File: config.mk
export PLATFORM = sky130hd
export DESIGN_NAME = lsu_copy_engine
export DESIGN_NICKNAME = d
export VERILOG_FILES = /design/src/rtl/lsu_copy_engine.sv
export SDC_FILE = /design/constraint.sdc
export NUM_CORES = 1
export LEC_CHECK = 0
export CORE_AREA = 2 2 160 162
export DETAILED_ROUTE_END_ITERATION = 16
export DIE_AREA = 0 0 162 164
export PLACE_DENSITY = 0.58
export SETUP_SLACK_MARGIN = 0.15
export SYNTH_ARGS = -nofsm -noshare
export SYNTH_HDL_FRONTEND = slang
export SYNTH_SLANG_ARGS = --single-unit
File: constraint.sdc
create_clock -name i_clk -period 3.13 [get_ports i_clk]
set_clock_uncertainty 0.2 [all_clocks]
set_input_delay 0.626 -clock i_clk [delete_from_list [all_inputs] [get_ports i_clk]]
set_output_delay 0.626 -clock i_clk [all_outputs]
set_load 0.1 [all_outputs]
File: src/rtl/lsu_copy_engine.sv
// Word-copy engine driving one LSU port: READ/WRITE per word, 2 cycles/word; N words -> o_done 2N+1 cycles after start.
// No backpressure, the LSU answers combinationally. Optional fill mode (LSU_COPY_FILL_EN) writes a constant at 1 word/cycle.
module lsu_copy_engine #(
  parameter int LEN_W = 10
) (
  input  logic             i_clk,
  input  logic             i_reset,
  input  logic             i_start,
  input  logic [31:0]      i_src_addr,
  input  logic [31:0]      i_dst_addr,
  input  logic [LEN_W-1:0] i_len,
  input  logic             i_abort,
`ifdef LSU_COPY_FILL_EN
  input  logic             i_fill,
  input  logic [31:0]      i_fill_data,
`endif
  output logic             o_busy,
  output logic             o_done,
  output logic             o_err,
  output logic [LEN_W-1:0] o_words_done,
  output logic [31:0]      o_lsu_addr,
  output logic [31:0]      o_st_data,
  output logic             o_lsu_wren,
  output logic [2:0]       o_funct3,
  input  logic [31:0]      i_ld_data
);

  typedef enum logic [1:0] {IDLE, READ, WRITE, FINISH} state_t;

  state_t           state_q, state_d;
  logic [31:0]      src_q, src_d;
  logic [31:0]      dst_q, dst_d;
  logic [31:0]      data_q, data_d;
  logic [LEN_W-1:0] rem_q, rem_d;
  logic [LEN_W-1:0] cnt_q, cnt_d;
  logic             err_q, err_d;
  logic             fill_q, fill_d;

  logic             fill_start;
  logic [31:0]      fill_data;
  logic             misaligned;

`ifdef LSU_COPY_FILL_EN
  assign fill_start = i_fill;
  assign fill_data  = i_fill_data;
`else
  assign fill_start = 1'b0;
  assign fill_data  = 32'h0;
`endif

  // Fill never reads, so the source alignment is irrelevant there.
  assign misaligned = (i_dst_addr[1:0] != 2'b00) ||
                      (!fill_start && (i_src_addr[1:0] != 2'b00));

  always_ff @(posedge i_clk or negedge i_reset) begin
    if (!i_reset) begin
      state_q <= IDLE;
      src_q   <= '0;
      dst_q   <= '0;
      data_q  <= '0;
      rem_q   <= '0;
      cnt_q   <= '0;
      err_q   <= 1'b0;
      fill_q  <= 1'b0;
    end else begin
      state_q <= state_d;
      src_q   <= src_d;
      dst_q   <= dst_d;
      data_q  <= data_d;
      rem_q   <= rem_d;
      cnt_q   <= cnt_d;
      err_q   <= err_d;
      fill_q  <= fill_d;
    end
  end

  always_comb begin
    state_d    = state_q;
    src_d      = src_q;
    dst_d      = dst_q;
    data_d     = data_q;
    rem_d      = rem_q;
    cnt_d      = cnt_q;
    err_d      = err_q;
    fill_d     = fill_q;
    o_lsu_addr = 32'h0;
    o_lsu_wren = 1'b0;
    case (state_q)
      IDLE: begin
        if (i_start) begin
          src_d  = i_src_addr;
          dst_d  = i_dst_addr;
          rem_d  = i_len;
          cnt_d  = '0;
          err_d  = misaligned;
          fill_d = fill_start;
          if (fill_start) data_d = fill_data;
          if ((i_len == '0) || misaligned) state_d = FINISH;
          else if (fill_start)             state_d = WRITE;
          else                             state_d = READ;
        end
      end
      READ: begin
        o_lsu_addr = src_q;
        data_d     = i_ld_data;
        state_d    = i_abort ? IDLE : WRITE;
      end
      WRITE: begin
        // The store is presented this cycle regardless of abort, so it is always counted.
        o_lsu_addr = dst_q;
        o_lsu_wren = 1'b1;
        src_d      = src_q + 32'd4;
        dst_d      = dst_q + 32'd4;
        cnt_d      = cnt_q + LEN_W'(1);
        rem_d      = rem_q - LEN_W'(1);
        if (i_abort)                  state_d = IDLE;
        else if (rem_q == LEN_W'(1))  state_d = FINISH;
        else if (fill_q)              state_d = WRITE;
        else                          state_d = READ;
      end
      FINISH: state_d = IDLE;
      default: state_d = IDLE;
    endcase
  end

  assign o_busy       = (state_q != IDLE);
  assign o_done       = (state_q == FINISH);
  assign o_err        = (state_q == FINISH) && err_q;
  assign o_words_done = cnt_q;
  assign o_st_data    = data_q;
  assign o_funct3     = 3'b010;

endmodule

==> metrics.txt <==
Routed WL roughly 24 mm; I/O pin count between 150 and 200; Slowest cell on crit path dfrtp_1; # rows 58; MaxCap Viol Count 0; syn_area_per_cell slightly below 9 um^2; status complete, no violations; post-synth cell types just over 60; final setup violation count 0; antenna-violating nets left 0; share of cells above drive strength 1 approximately 23%; Synth warnings 0; unrepaired setup endpoints after global routing true; die width roughly 160 um; cts hold-fix bufs 0; Die Y 164 um; Syn-to-layout area delta 47.7%; DR vias about 7100; CTS max path bufs 2; Most used DFF post-synth dfrtp_1; CP peak stage delay 0.45 ns; clock root buffer clkbuf_16; TritonCTS clock tree built; DR pass1 iterations 5; worst rel slew slack between 40% and 50%; Fillers 2395; worst slew pin tran between 0.7 and 0.8 ns; Crit path required time about 2.3 ns; critical-path cell list inv_1 -> ha_4 -> buf_12 -> a22oi_1 -> nor2b_4 -> buf_12; register area share after synthesis about two fifths; clock sinks ~120; vias in the first global route ~7100; Core Footprint 24800 um^2; commonest cells after routing, fill and taps aside 119 x dfrtp_1, 108 x clkdlybuf4s50_1, 75 x nand2_1, 68 x buf_4, 57 x a21oi_1; most frequent CP cell buf_12; # port buffers 187; commonest non-fill, non-tap cell in the layout dfrtp_1; area of the multi-input gates about 4300 um^2; Arrival @ worst endpoint 2.05 ns; Routability Congestion between 0.8 and 0.9; later-pin clock latency in the skew report between 0.4 and 0.5 ns; WL/cell about 18 um; CP Launch Type register; Final Hold Viols 0; starting density of the core between 20% and 30%; die area approximately 27000 um^2; setup_tns 0 ns; CP Max Fanout 26; # nets final 1115; clock transition at the registers of the reported paths ~0.060 ns; crit path kind register to output port; Residual DRC 0; min Tclk post-route ~2.9 ns; Worst Hold Class primary input to asynchronous set/reset pin; #FFs+latches synth about 120; GRT overflow 0; first-pass GRT wire length ~40 mm; fmax about 0.35 GHz; DP HPWL 17.4 mm; htree depth 4; Max Slew Vio Count 0; fin crit share 92.0%; CP Capture Type output port; largest net degree at the start of global routing 46; DR vias/cell approximately 5.3; mapped cell area around 7400 um^2; 1st-iter DRT viols roughly 410; GRT Util Overall a little under a fifth; register area 2980 um^2; initial antenna violation count 1; Num CTS Buffers 17; EDFF count, synth 0; Post-synth ARST share 100%; Cells after Synth between 800 and 900
[Yosys cell counts (all sizes together) (2+ instances only)]
cell | count | area (um^2)
mux2 | 41 | 462
xor2 | 2 | 17.5
mux2i | 36 | 360
a31oi | 11 | 68.8
o311ai | 5 | 43.8
nor4 | 9 | 77.6
nor3 | 13 | 65.1
nand3 | 51 | 280
a2bb2oi | 4 | 35.0
a22oi | 31 | 233
xnor2 | 2 | 17.5
dfrtp | 119 | 2980
o21ai | 40 | 200
nor2b | 28 | 175
a21oi | 57 | 285
nor2 | 47 | 194
clkbuf | 31 | 120
a21boi | 4 | 30.0
nand2 | 75 | 282
or4 | 5 | 41.3
o211ai | 5 | 37.5
nand4 | 23 | 159
o22a | 9 | 78.8
nand4b | 2 | 17.5
nand2b | 4 | 25.0
o22ai | 41 | 257
ha | 10 | 125
and4 | 2 | 17.5
buf | 39 | 186
a21o | 2 | 15.0
conb | 2 | 7.51
a22o | 2 | 17.5
inv | 24 | 90.1
and3 | 26 | 163
o31ai | 5 | 37.5
and2 | 4 | 25.0
[final cells by class]
cell class | count | share of cell area (%)
Multi-Input combinational cell | 613 | 39.4
Sequential cell | 119 | 27.4
Timing Repair Buffer | 220 | 22.6
Clock buffer | 18 | 4.04
Tap cell | 330 | 3.80
Clock inverter | 14 | 1.82
Inverter | 24 | 0.829
Antenna cell | 1 | 0.0230
[critical path, delay by kind of cell (launching register included)]
| kind | cells | cell delay [ns] |
|---|---|---|
| buf+inv | 3 | 0.50 |
| flops | 1 | 0.45 |
| compound gates | 1 | 0.36 |
| fa+ha+maj | 1 | 0.24 |
| simple gates | 1 | 0.08 |
[registers in the layout, summed over array words and instances (netlist names)]
signal        flops
dst_q            32
rem_q            10
o_st_data        32
o_words_done     10
src_q            32
state_q           2
err_q             1
[cells by family (layout without fill, tap and decap cells)]
| group | count (synthesis) | in the layout | share of synthesized area [%] |
|---|---|---|---|
| adders and majority gates | 10 | 10 | 1.70 |
| buffers and inverters | 94 | 276 | 5.39 |
| and+or+nand+nor | 292 | 292 | 21.1 |
| xor gates and xnor gates | 4 | 4 | 0.476 |
| other | 2 | 4 | 0.102 |
| AOI/OAI and AO/OA | 227 | 227 | 19.6 |
| DFF | 119 | 119 | 40.5 |
| muxes | 77 | 77 | 11.2 |
[what timing repair did]
| action | CTS | global route |
|---|---|---|
| pin swaps | 0 | 0 |
| setup endpoints to repair | 7 | 19 |
| setup buffers | 1 | 2 |
| resized for setup | 1 | 3 |
[path summary, 6_finish.rpt]
check	from	endpoint	slack (ns)	cells past startpoint
worst max register to register	state_q[0]$_DFFE_PN0P_	dst_q[29]$_DFFE_PN0P_	0.46	8
max in group asynchronous	i_reset	o_st_data[25]$_DFFE_PN0N_	1.95	2
min in group i_clk	dst_q[1]$_DFFE_PN0P_	dst_q[1]$_DFFE_PN0P_	0.28	2
worst max-delay path	state_q[1]$_DFFE_PN0P_	o_lsu_addr[14]	0.25	6
worst min-delay path	i_reset	rem_q[7]$_DFFE_PN0P_	0.001	1
worst min register to register	dst_q[1]$_DFFE_PN0P_	dst_q[1]$_DFFE_PN0P_	0.28	2
[metrics by stage]
stage          instances  util, %  hold WS, ns  setup slack [ns]  area (um^2)
3_5_place_dp        1303     41.0        0.275             0.441        10200
2_1_floorplan        826        -        0.130             0.138         7630
3_3_place_gp        1303     41.0        0.266             0.483        10200
4_1_cts             1336     43.6      0.00343             0.155        10800
6_report            1339     43.8      0.00128             0.251        10900
5_1_grt             1338     43.8       0.0220             0.135        10900
[per-layer routing]
layer	share of wire (%)	global-route usage, %	vias to the layer above
met1	44	24.7	3425
met5	0	0	-
met2	46	29.8	281
met4	2.7	7.00	0
li1	-	-	3395
met3	7.0	4.24	39
Power is not shown: default switching activity piles up to over one toggle a cycle in this logic, so the estimate is an artifact.
